==> src/rtl/fetch_pkg.sv <==
// -----------------------------------------------------------------------------
// fetch_pkg
// Shared definitions for the instruction-fetch front end.
//   XLEN          default address/data width
//   NOP           canonical RV32 no-op (addi x0, x0, 0)
//   fetch_entry_t one prefetch FIFO entry: {pc, instr}
// -----------------------------------------------------------------------------
package fetch_pkg;

    localparam int XLEN = 32;

    localparam logic [31:0] NOP = 32'h0000_0013;

    typedef struct packed {
        logic [XLEN-1:0] pc;
        logic [31:0]     instr;
    } fetch_entry_t;

endpackage : fetch_pkg

==> src/rtl/fetch_fifo.sv <==
// -----------------------------------------------------------------------------
// fetch_fifo
// Circular prefetch buffer: synchronous write, combinational read of the head.
// Ports:
//   clk, reset   rising-edge clock, asynchronous active-high reset of pointers
//   push         write wr_data at the tail (ignored while clear)
//   pop          retire the head entry (ignored while clear)
//   clear        empty the buffer in one cycle; wins over push/pop
//   wr_data      entry to write
//   rd_data      head entry (storage[rd_ptr]); undefined content when empty
//   count        number of valid entries, 0..DEPTH
//   full, empty  count == DEPTH / count == 0
// The caller must not push when full without popping in the same cycle.
// -----------------------------------------------------------------------------
module fetch_fifo
    import fetch_pkg::*;
#(
    parameter int WIDTH = 64,
    parameter int DEPTH = 4
) (
    input  logic                   clk,
    input  logic                   reset,
    input  logic                   push,
    input  logic                   pop,
    input  logic                   clear,
    input  logic [WIDTH-1:0]       wr_data,
    output logic [WIDTH-1:0]       rd_data,
    output logic [$clog2(DEPTH):0] count,
    output logic                   full,
    output logic                   empty
);

    localparam int PTR_W = $clog2(DEPTH);
    localparam int CNT_W = PTR_W + 1;

    logic [WIDTH-1:0] storage [DEPTH];
    logic [PTR_W-1:0] rd_ptr_reg;
    logic [PTR_W-1:0] wr_ptr_reg;
    logic [CNT_W-1:0] count_reg;

    logic do_push;
    logic do_pop;

    assign do_push = push & ~clear;
    assign do_pop  = pop  & ~clear;

    // Storage is data only, so it carries no reset.
    always_ff @(posedge clk) begin
        if (do_push) begin
            storage[wr_ptr_reg] <= wr_data;
        end
    end

    // DEPTH is a power of two, so the pointers wrap by natural overflow.
    always_ff @(posedge clk or posedge reset) begin
        if (reset) begin
            rd_ptr_reg <= '0;
            wr_ptr_reg <= '0;
            count_reg  <= '0;
        end else if (clear) begin
            rd_ptr_reg <= '0;
            wr_ptr_reg <= '0;
            count_reg  <= '0;
        end else begin
            if (do_push) begin
                wr_ptr_reg <= wr_ptr_reg + PTR_W'(1);
            end
            if (do_pop) begin
                rd_ptr_reg <= rd_ptr_reg + PTR_W'(1);
            end
            case ({do_push, do_pop})
                2'b10:   count_reg <= count_reg + CNT_W'(1);
                2'b01:   count_reg <= count_reg - CNT_W'(1);
                default: count_reg <= count_reg;
            endcase
        end
    end

    assign rd_data = storage[rd_ptr_reg];
    assign count   = count_reg;
    assign full    = (count_reg == CNT_W'(DEPTH));
    assign empty   = (count_reg == '0);

endmodule : fetch_fifo

==> src/rtl/fetch_queue.sv <==
// -----------------------------------------------------------------------------
// fetch_queue
// Instruction-fetch front end: owns the fetch PC and buffers {pc, instr} pairs
// from instruction memory in a DEPTH-entry prefetch FIFO towards ID.
// Ports:
//   clk, reset    rising-edge clock, asynchronous active-high reset
//   imem_addr     fetch address, straight from the fetch_pc register
//   imem_ready    imem_data is valid for imem_addr this cycle
//   imem_data     instruction returned by instruction memory
//   redirect      EX taken branch/jump: flush queue and refetch from target
//   redirect_pc   redirect target, low two bits forced to zero
//   id_ready      ID consumes the head entry this cycle
//   if_valid      head entry present
//   if_instr      head instruction (0 when !if_valid)
//   if_pc         head PC (0 when !if_valid)
//   if_pc_plus4   if_pc + 4 (0 when !if_valid)
// All if_* outputs depend only on registered state.
// -----------------------------------------------------------------------------
module fetch_queue
    import fetch_pkg::*;
#(
    parameter int              XLEN     = fetch_pkg::XLEN,
    parameter int              DEPTH    = 4,
    parameter logic [XLEN-1:0] RESET_PC = '0
) (
    input  logic            clk,
    input  logic            reset,
    output logic [XLEN-1:0] imem_addr,
    input  logic            imem_ready,
    input  logic [31:0]     imem_data,
    input  logic            redirect,
    input  logic [XLEN-1:0] redirect_pc,
    input  logic            id_ready,
    output logic            if_valid,
    output logic [31:0]     if_instr,
    output logic [XLEN-1:0] if_pc,
    output logic [XLEN-1:0] if_pc_plus4
);

    localparam int WIDTH = XLEN + 32;
    localparam int CNT_W = $clog2(DEPTH) + 1;

    logic [XLEN-1:0]  fetch_pc_reg;
    logic [XLEN-1:0]  fetch_pc_next;

    logic [WIDTH-1:0] head_entry;
    logic [XLEN-1:0]  head_pc;
    logic [31:0]      head_instr;
    logic [CNT_W-1:0] fifo_count;
    logic             fifo_full;
    logic             fifo_empty;

    logic             pop;
    logic             push;

    // Redirect targets are word aligned; the low bits are dropped on purpose.
    logic             unused_redirect_lo;
    assign unused_redirect_lo = ^redirect_pc[1:0];

    assign if_valid = (fifo_count != '0);

    // A redirect squashes both the head handoff and the in-flight fetch.
    assign pop  = if_valid & id_ready & ~redirect;
    // Filling the slot freed by a same-cycle pop keeps a full queue streaming.
    assign push = imem_ready & ~redirect & (~fifo_full | pop);

    always_comb begin
        fetch_pc_next = fetch_pc_reg;
        if (redirect) begin
            fetch_pc_next = {redirect_pc[XLEN-1:2], 2'b00};
        end else if (push) begin
            fetch_pc_next = fetch_pc_reg + XLEN'(4);
        end
    end

    always_ff @(posedge clk or posedge reset) begin
        if (reset) begin
            fetch_pc_reg <= RESET_PC;
        end else begin
            fetch_pc_reg <= fetch_pc_next;
        end
    end

    fetch_fifo #(
        .WIDTH (WIDTH),
        .DEPTH (DEPTH)
    ) u_fifo (
        .clk     (clk),
        .reset   (reset),
        .push    (push),
        .pop     (pop),
        .clear   (redirect),
        .wr_data ({fetch_pc_reg, imem_data}),
        .rd_data (head_entry),
        .count   (fifo_count),
        .full    (fifo_full),
        .empty   (fifo_empty)
    );

    assign head_pc    = head_entry[WIDTH-1:32];
    assign head_instr = head_entry[31:0];

    assign imem_addr   = fetch_pc_reg;
    // Storage is not reset, so the head must be masked while the queue is empty.
    assign if_instr    = fifo_empty ? '0 : head_instr;
    assign if_pc       = fifo_empty ? '0 : head_pc;
    assign if_pc_plus4 = fifo_empty ? '0 : head_pc + XLEN'(4);

endmodule : fetch_queue

==> config.mk <==
export PLATFORM = sky130hd
export DESIGN_NAME = fetch_queue
export DESIGN_NICKNAME = d
export VERILOG_FILES = /design/src/rtl/fetch_pkg.sv /design/src/rtl/fetch_fifo.sv /design/src/rtl/fetch_queue.sv
export SDC_FILE = /design/constraint.sdc
export NUM_CORES = 1
export LEC_CHECK = 0
export CORE_MARGIN = 2
export CORE_UTILIZATION = 60
export CTS_BUF_LIST = sky130_fd_sc_hd__clkbuf_8
export CTS_CLUSTER_SIZE = 12
export DETAILED_ROUTE_END_ITERATION = 10
export PLACE_DENSITY_LB_ADDON = 0.1
export SKIP_LAST_GASP = 1
export SLEW_MARGIN = 20
export SYNTH_ARGS = -nofsm -noshare
export SYNTH_HDL_FRONTEND = slang
export SYNTH_SLANG_ARGS = --single-unit
==> constraint.sdc <==
create_clock -name clk -period 6.4 [get_ports clk]
set_input_delay 0.96 -clock clk [delete_from_list [all_inputs] [get_ports clk]]
set_output_delay 0.96 -clock clk [all_outputs]
set_load 0.005 [all_outputs]
## Word level (Yosys, flattened, before mapping)

Memories as Yosys holds them, arrays and structs flattened.
Index checks and enable logic that the tools add are counted.

- $add $sub $neg: 6
- Equality and inequality tests: 3
- Mux-type cells: 13
- Bitwise gates (word level): 9
- Reduce and logical (&&, ||, !) cells: 6

Operators with widths:

| kind | count |
|---|---|
| 32-bit two-way mux | 5 |
| 32-bit by 3-bit adder with 32-bit output, second input constant | 2 |
| 2-bit two-way mux | 4 |
| 1-bit bitwise AND | 6 |
| 3-bit case mux with 2 select lines | 1 |
| 2-bit nonzero test | 3 |
| 3-bit nonzero test | 2 |
| 2-bit by 1-bit adder with 2-bit output, second input constant | 2 |
| 3-bit by 1-bit adder with 3-bit output, second input constant | 1 |
| 3-bit == test, second input constant | 1 |
| 3-bit zero test | 1 |
| 3-bit two-way mux | 1 |
| 3-bit by 1-bit subtractor with 3-bit output, second input constant | 1 |
| 2-bit by 1-bit == test with 1-bit output, second input constant | 1 |
| 2-bit == test, second input constant | 1 |
| 1-bit two-way mux | 2 |
| 1-bit inverter | 2 |
| 1-bit bitwise OR | 1 |

- Bits in registers: 39
- Memory bits (writable): 256
- Input bits: 69
- Output and inout port bits: 129
- Word-level logic and storage cells: 42
- Memories kept: 1

Memories:

| name | words | width | rd ports | clocked after Yosys merged registers in | wr ports | line | RTL |
|---|---|---|---|---|---|---|---|
| u_fifo.storage | 4 | 64 | 1 | 0 | 1 | fetch_fifo.sv:36 | `logic [WIDTH-1:0] storage [DEPTH];` |

## Logic depth before layout (Yosys ltp)

Gate-level depths: netlist (run 1).

- Depth after elaboration: 9
- Mapped depth: 9
- Gate-level depth less buffers: 7

## Hierarchy

Synthesis (run 1) repeated with hierarchy kept, for this count alone.

- Cell total of the unflattened synthesis: 770
- Area total of the unflattened synthesis: 12579.6 um2

By module, submodules not included:

| module | instances | cells each | area an instance (um2) | seq. area each (um2) |
|---|---|---|---|---|
| fetch_fifo | 1 | 378 | 9674.3 | 7862.5 |
| fetch_queue | 1 | 392 | 2905.3 | 750.7 |

## Least setup slack after synthesis (run 1)

OpenSTA, ideal clock, no wires.

- Kind: input -> register
- Start: in imem_ready
- End: mem u_fifo.storage[0][0], enable pin
- Setup time: 0.427 ns
- Arrival time: 3.332 ns
- Required time: 5.973 ns
- Path slack: 2.641 ns
- Cell stages on the path: 4
- Buffers on the path: 2
- Path through: buf_1 and2_1 buf_1 and3_1

- Cells in the longest elaborated chain, start to end: 5

RTL lines:

| element | line | RTL |
|---|---|---|
| start, declared | fetch_queue.sv:29 | `input logic imem_ready,` |
| 1-bit bitwise AND (2 in a row) | fetch_queue.sv:65 | `assign push = imem_ready & ~redirect & (~fifo_full \| pop);` |
| 1-bit bitwise AND | fetch_fifo.sv:44 | `assign do_push = push & ~clear;` |
| 1-bit two-way mux | fetch_fifo.sv:49 | `if (do_push) begin` |
| 1-bit two-way mux (not written as such) | fetch_fifo.sv:50 | `storage[wr_ptr_reg] <= wr_data;` |
| end, declared | fetch_fifo.sv:36 |  |

Every way passes these cells.

## Worst setup path in the final report (run 1)

- Start: reg u_fifo.rd_ptr_reg[1]
- End: out if_pc_plus4[28]

- Cells in the longest elaborated chain, start to end: 3

RTL lines:

| element | line | RTL |
|---|---|---|
| start, declared | fetch_fifo.sv:37 | `logic [PTR_W-1:0] rd_ptr_reg;` |
| start signal, assigned | fetch_fifo.sv:69 | `rd_ptr_reg <= rd_ptr_reg + PTR_W'(1);` |
| memory read 4 x 64 bit | n/a |  |
| 32-bit by 3-bit adder with 32-bit output | fetch_queue.sv:107 | `assign if_pc_plus4 = fifo_empty ? '0 : head_pc + XLEN'(4);` |
| 32-bit two-way mux | fetch_queue.sv:107 |  |
| end, declared | fetch_queue.sv:37 | `output logic [XLEN-1:0] if_pc_plus4` |

Every way passes these cells.

==> results of run 1 <==
logic make-up (layout without fill, tap and decap cells):
family | count (synthesis) | in the layout | synth area share, %
DFF | 285 | 285 | 67.3
and+or+nand+nor | 268 | 268 | 11.9
AOI/OAI and AO/OA | 68 | 68 | 3.27
muxes | 65 | 65 | 11.6
buffers and inverters | 64 | 299 | 2.53
xor gates and xnor gates | 38 | 38 | 2.67
adders and majority gates | 7 | 7 | 0.764
other | 1 | 6 | 0.0301
per-stage QoR:
stage	util (%)	worst slack, ns	total power [mW]
floorplan	-	2.64	2.84
global placement	71.6	1.65	3.43
CTS	75.9	1.07	4.89
finish	75.9	1.13	4.86
global route	75.9	0.963	5.06
detailed placement	71.7	1.68	3.47
how the worst max path moves through the flow:
stage | startpoint | endpoint | slack [ns] | cells after the start
after floorplan | imem_ready | u_fifo.storage[0][0] | 2.64 | 4
after global placement | u_fifo.rd_ptr_reg[1] | if_pc_plus4[28] | 1.65 | 7
after detailed placement | u_fifo.rd_ptr_reg[1] | if_pc_plus4[28] | 1.68 | 7
after CTS | u_fifo.rd_ptr_reg[1] | if_pc_plus4[28] | 1.07 | 7
after global routing | u_fifo.rd_ptr_reg[1] | if_pc_plus4[28] | 0.96 | 7
final | u_fifo.rd_ptr_reg[1] | if_pc_plus4[28] | 1.13 | 7
layer usage:
layer	vias up	GRT usage, %	part of all wire (%)
li1	3503	-	-
met1	3857	34.3	40
met2	308	44.4	52
met3	36	4.51	6.8
met4	0	6.19	1.5
met5	-	0	0
synthesized netlist by cell type (all sizes together):
| master | count | area share, % |
|---|---|---|
| and2 | 67 | 3.4 |
| or4 | 13 | 0.78 |
| mux2i | 2 | 0.16 |
| a31oi | 4 | 0.20 |
| or4b | 3 | 0.24 |
| or3b | 1 | 0.070 |
| ha | 6 | 0.60 |
| nor2 | 39 | 1.2 |
| nand4 | 17 | 1.0 |
| o311ai | 3 | 0.21 |
| and3 | 12 | 0.60 |
| a311o | 1 | 0.080 |
| nor3 | 18 | 0.72 |
| fa | 1 | 0.16 |
| nor4 | 7 | 0.35 |
| o31ai | 10 | 0.60 |
| o21a | 2 | 0.12 |
| nor3b | 1 | 0.060 |
| a31o | 1 | 0.070 |
| xnor2 | 29 | 2.0 |
| mux2 | 1 | 0.090 |
| dfrtp | 37 | 7.4 |
| or2 | 1 | 0.050 |
| edfxtp | 248 | 60 |
| buf | 25 | 1.4 |
| clkbuf | 23 | 0.69 |
| mux4 | 62 | 11 |
| or3 | 7 | 0.35 |
| xor2 | 9 | 0.63 |
| a21oi | 16 | 0.64 |
| nand3 | 27 | 1.1 |
| inv | 16 | 0.48 |
| nand4b | 3 | 0.21 |
| nand2 | 48 | 1.4 |
| and4 | 4 | 0.28 |
| o21ai | 28 | 1.1 |
| a211o | 2 | 0.14 |
| o41ai | 1 | 0.070 |
| conb | 1 | 0.030 |
power by group through the flow:
stage               logic [mW]  registers (mW)  clock network [mW]
floorplan                0.635            2.21                   0
global placement          1.18            2.26                   0
detailed placement        1.20            2.27                   0
CTS                       1.20            2.23                1.46
global route              1.28            2.24                1.54
finish                    1.20            2.23                1.43
area by class of cell:
type	instances	area [µm²]	area share, %
multi-input combinational	452	3800	24.6
clock buffer	47	647	4.20
clock inverter	36	210	1.36
tap	270	338	2.19
sequential	285	8380	54.4
timing repair buffer	200	1980	12.9
inverter	16	60.1	0.390
==> flow_summary_export.csv, run 1 <==
group,metric,value,unit
global_route,grt_max_degree,65,
sta,tightest_slew,0.953,ns
worst_setup_path,cp_slowest_cell,"dfrtp_2",
power_and_ir_drop,p_sw,1.31,mW
floorplanning,ios,198,
global_route,grt_util_all_layers,25.6,%
worst_hold_path,hp-class,"flop to flop",
finish,layout_common_cells,"edfxtp_1, clkdlybuf4s50_1, and2_1",
logic_synthesis,synth_cell_types,48,
finish,largest_register_ffs,248,
finish,fin_area,15400,µm²
worst_setup_path,required,5.44,ns
sta,fin_crit_sh,82.3,%
finish,area_growth,23.8,%
floorplanning,num_rows,52,
floorplanning,die_width,148,µm
sta,tns,0,ns
sta,max_freq,0.190,GHz
finish,num-fill-cells,1223,
global_route,grt_pass1_wl,43200,µm
worst_setup_path,path_cells,"buf_4 > mux4_2 > nand4_1 > or4_1 > or4_1 > mux2_1 > clkdlybuf4s50_1",
sta,rsz0062_at_grt,"no",
finish,final_nets,1076,
floorplanning,die-area,21900,µm²
routing,drt_iter0_markers,614,
worst_setup_path,rrSetupSlack,3.60,ns
placement,place_hpwl,18200,µm
worst_setup_path,crit_top_cell,"or4_1",
clocking,clock_latency,0.55,ns
worst_setup_path,reg2reg_depth,5,
power_and_ir_drop,static-leakage-power,5.12,nW
placement,gp_congestion,0.891,
logic_synthesis,yosysSeqAreaShare,67.3,%
logic_synthesis,syn_area,12400,µm²
logic_synthesis,yosysWarnings,0,
sta,max_slew_margin,36.4,%
floorplanning,initial_utilization,61.3,%
floorplanning,die_y,148,µm
sta,fin_skew,0.00979,ns
placement,placed_cells,1223,
logic_synthesis,ys_ff_latch,285,
worst_setup_path,cp_top_family,"simple AND/OR/NAND/NOR gates",
clocking,cts.repair.resized,0,
clocking,clkSinkCount,285,
routing,first_pass_iters,5,
worst_setup_path,crit_buf_inv,2,
worst_hold_path,hold_start,"imem_addr[24]",
clocking,cts_made_buffers,45,
worst_setup_path,cp.arrival,4.31,ns
routing,via_per_inst,5.90,
clocking,clock_path_buffers,3,
finish,final_common_cell,"edfxtp_1",
global_route,grt_pass1_vias,7885,
clocking,h-tree-depth,2,
power_and_ir_drop,power_frac_comb,24.6,%
power_and_ir_drop,irDropWorstVdd,0.171,mV
sta,hold_viol,0,
worst_setup_path,worstReg2RegStart,"imem_addr[2]",
clocking,cts.hold.buffers_added,0,
power_and_ir_drop,p_seq_share,45.9,%
worst_setup_path,critPathCaptureType,"output port",
clocking,clockRootBuffer,"clkbuf_8",
status,status,"finished, final reports clean",
clocking,cts_tree,"done",
global_route,gr-total-overflow,0,
clocking,path_clk_slew,0.07,ns
routing,vias,7704,
power_and_ir_drop,power_frac_clock,29.5,%
sta,finalMaxSlewViolations,0,
routing,ant_nets,0,
floorplanning,core_region_area,20300,µm²
logic_synthesis,avgSynthCellArea,15.6,µm²
worst_hold_path,hold_path_end,"u_fifo.storage[3][56]",
sta,finalCriticalPeriod,5.27,ns
finish,drive_gt1_share,13.2,%
placement,io_buffers,189,
power_and_ir_drop,internal-power,3.55,mW
routing,wl_per_cell,21.1,µm
power_and_ir_drop,p_per_area,315,nW/µm²
global_route,antenna_found_initial,0,
routing,drc,0,
worst_setup_path,critPathMaxStageDelay,0.83,ns
sta,setup_viol,0,
clocking,post_cts_buffers,0,
routing,routed_wirelength,27500,µm
sta,hold_slack,0.607,ns
finish,layout.cells.non_filler,1306,
worst_setup_path,crit_type,"flop to output port",
finish,insertedDiodeCount,0,
job,maxCapViolCount,0,
power_and_ir_drop,p_sw_share,26.9,%
worst_setup_path,cp_max_fo,35,
worst_setup_path,crit_path_start_kind,"flop",
worst_setup_path,r2r_end,"imem_addr[24]",
placement,dpl_cell_area,14600,µm²
worst_hold_path,hold_depth,0,
logic_synthesis,synthCells,796,
(Power assumes the default switching activity.)
==> run 2: changes to the inputs <==
Settings changed: CORE_UTILIZATION 60 to 56.
Clock period 6.4 ns to 5.4 ns, I/O delays scaled along.
==> run 2 against run 1 <==
Via count shrank 0.77%. Die area up 6.9%. Global-route usage fell by 1.9 points. Worst setup slack lost 0.64 ns. Count of clock-buffer cells in the layout rose by 4. Sequential share of layout area increased by 0.14 points. Non-clock buffer count down 3. Final area is 0.25% lower. Critical path type unchanged. Largest cell class unchanged.
==> flow_summary_export.csv, run 2 (same netlist as run 1, synthesis figures left out) <==
group,metric,value,unit
status,status,"finished, final reports clean",
sta,max_slew_margin,29.4,%
global_route,grt_pass1_wl,43400,µm
finish,fin_util,70.5,%
clocking,cts.repair.resized,0,
sta,worst_slack,0.497,ns
worst_setup_path,cp.arrival,4.09,ns
worst_setup_path,cp_max_fo,20,
clocking,post_cts_buffers,0,
global_route,grt_util_all_layers,23.7,%
sta,rsz0062_at_grt,"no",
placement,gp_congestion,0.779,
worst_hold_path,hold_start,"u_fifo.wr_ptr_reg[0]",
clocking,clock_path_buffers,3,
power_and_ir_drop,p_per_area,370,nW/µm²
power_and_ir_drop,irDropWorstVdd,0.293,mV
routing,via_per_inst,5.82,
finish,layout_common_cells,"edfxtp_1, clkdlybuf4s50_1, and2_1",
sta,finalCriticalPeriod,4.90,ns
routing,drt_iter0_markers,591,
worst_setup_path,crit_type,"flop to output port",
worst_hold_path,hold_path_end,"u_fifo.wr_ptr_reg[0]",
sta,setup_viol,0,
sta,hold_viol,0,
sta,fin_crit_sh,90.8,%
routing,drc,0,
floorplanning,core_region_area,21800,µm²
power_and_ir_drop,static-leakage-power,5.12,nW
sta,finalMaxSlewViolations,0,
global_route,gr-total-overflow,0,
floorplanning,die_y,153,µm
floorplanning,initial_utilization,57.0,%
clocking,clockRootBuffer,"clkbuf_8",
power_and_ir_drop,power,5.69,mW
worst_setup_path,reg2reg_depth,5,
clocking,cts_tree,"done",
routing,first_pass_iters,5,
routing,wl_per_cell,20.7,µm
floorplanning,ios,198,
floorplanning,die-area,23400,µm²
worst_setup_path,required,4.59,ns
global_route,grt_max_degree,65,
finish,final_nets,1074,
floorplanning,die_width,153,µm
clocking,h-tree-depth,2,
routing,vias,7645,
worst_setup_path,crit_path_start_kind,"flop",
global_route,grt_pass1_vias,8022,
clocking,clock_latency,0.56,ns
finish,drive_gt1_share,12.9,%
sta,tightest_slew,1.06,ns
sta,fin_skew,0.0281,ns
finish,num-fill-cells,1474,
finish,multi_input_area,3800,µm²
clocking,cts_made_buffers,46,
placement,dp_slack,1.08,ns
finish,regArea,8380,µm²
sta,max_freq,0.204,GHz
job,maxCapViolCount,0,
placement,place_hpwl,17100,µm
worst_setup_path,critPathCaptureType,"output port",
finish,largest_register_ffs,248,
clocking,path_clk_slew,0.06,ns
worst_hold_path,hold_depth,2,
worst_hold_path,hp-class,"flop to flop",
floorplanning,num_rows,54,
worst_setup_path,rrSetupSlack,2.47,ns
finish,area_growth,23.5,%
routing,routed_wirelength,27200,µm
sta,tns,0,ns
worst_setup_path,r2r_end,"imem_addr[29]",
global_route,antenna_found_initial,3,
worst_setup_path,worstReg2RegStart,"imem_addr[3]",
routing,ant_nets,0,
finish,final_common_cell,"edfxtp_1",
clocking,clkSinkCount,285,
clocking,cts.hold.buffers_added,0,
placement,io_buffers,189,
## run 2: cell types whose count changed in the layout (fill, tap and decap cells not counted)
cell,before,now
buf_4,10,8
clkbuf_8,47,51
inv_1,33,38
clkinvlp_4,3,1
bufinv_16,2,0
and3_2,1,0
and3_4,3,4
diode_2,0,1
clkinv_2,3,1
buf_12,1,0
inv_2,0,1
clkinv_1,10,6
## run 2: layout make-up
cell class	count	area share [%]
clock buffer	51	4.57
tap	280	2.28
timing repair buffer	197	12.7
sequential	285	54.5
inverter	16	0.391
clock inverter	32	0.863
multi-input combinational	452	24.7
antenna	1	0.0163
## run 2: report_power, final
part	leakage (nW)	internal, mW	switching, mW
combinational	1.90	0.779	0.625
clock	0.509	0.864	0.796
sequential	2.71	2.52	0.106
total	5.12	4.16	1.53
## run 2: how the worst max path moves through the flow
stage                           end  depth (start not counted)            startpoint
6_report            if_pc_plus4[28]                          7  u_fifo.rd_ptr_reg[0]
5_1_grt             if_pc_plus4[28]                          7  u_fifo.rd_ptr_reg[0]
4_1_cts             if_pc_plus4[28]                          7  u_fifo.rd_ptr_reg[0]
3_5_place_dp        if_pc_plus4[28]                          7  u_fifo.rd_ptr_reg[0]
3_3_place_gp        if_pc_plus4[28]                          7  u_fifo.rd_ptr_reg[0]
2_1_floorplan  u_fifo.storage[0][0]                          4            imem_ready
## run 2: metal layers
layer | up-vias | wire [µm] | track usage [%]
met1 | 3822 | 11400 | 32.4
met3 | 50 | 2050 | 5.22
met5 | - | 13 | 0
li1 | 3484 | - | -
met2 | 287 | 13200 | 38.8
met4 | 2 | 564 | 7.23
## run 2: critical path, stage by stage (launching register included)
cell and delay [ns]:
dfrtp_4 0.64, mux4_2 0.48, ha_1 0.23, nand3_2 0.21, or4_1 0.62, or4_1 0.53, mux2_1 0.36, clkdlybuf4s50_1 0.46
## run 2: per-stage QoR
stage / area, µm² / hold slack, ns / instances
final: 15400 / 0.604 / 1314
after global routing: 15400 / 0.646 / 1313
after CTS: 15400 / 0.609 / 1313
after detailed placement: 14500 / 0.599 / 1230
after global placement: 14500 / 0.581 / 1230
after floorplan: 12500 / 0.531 / 801
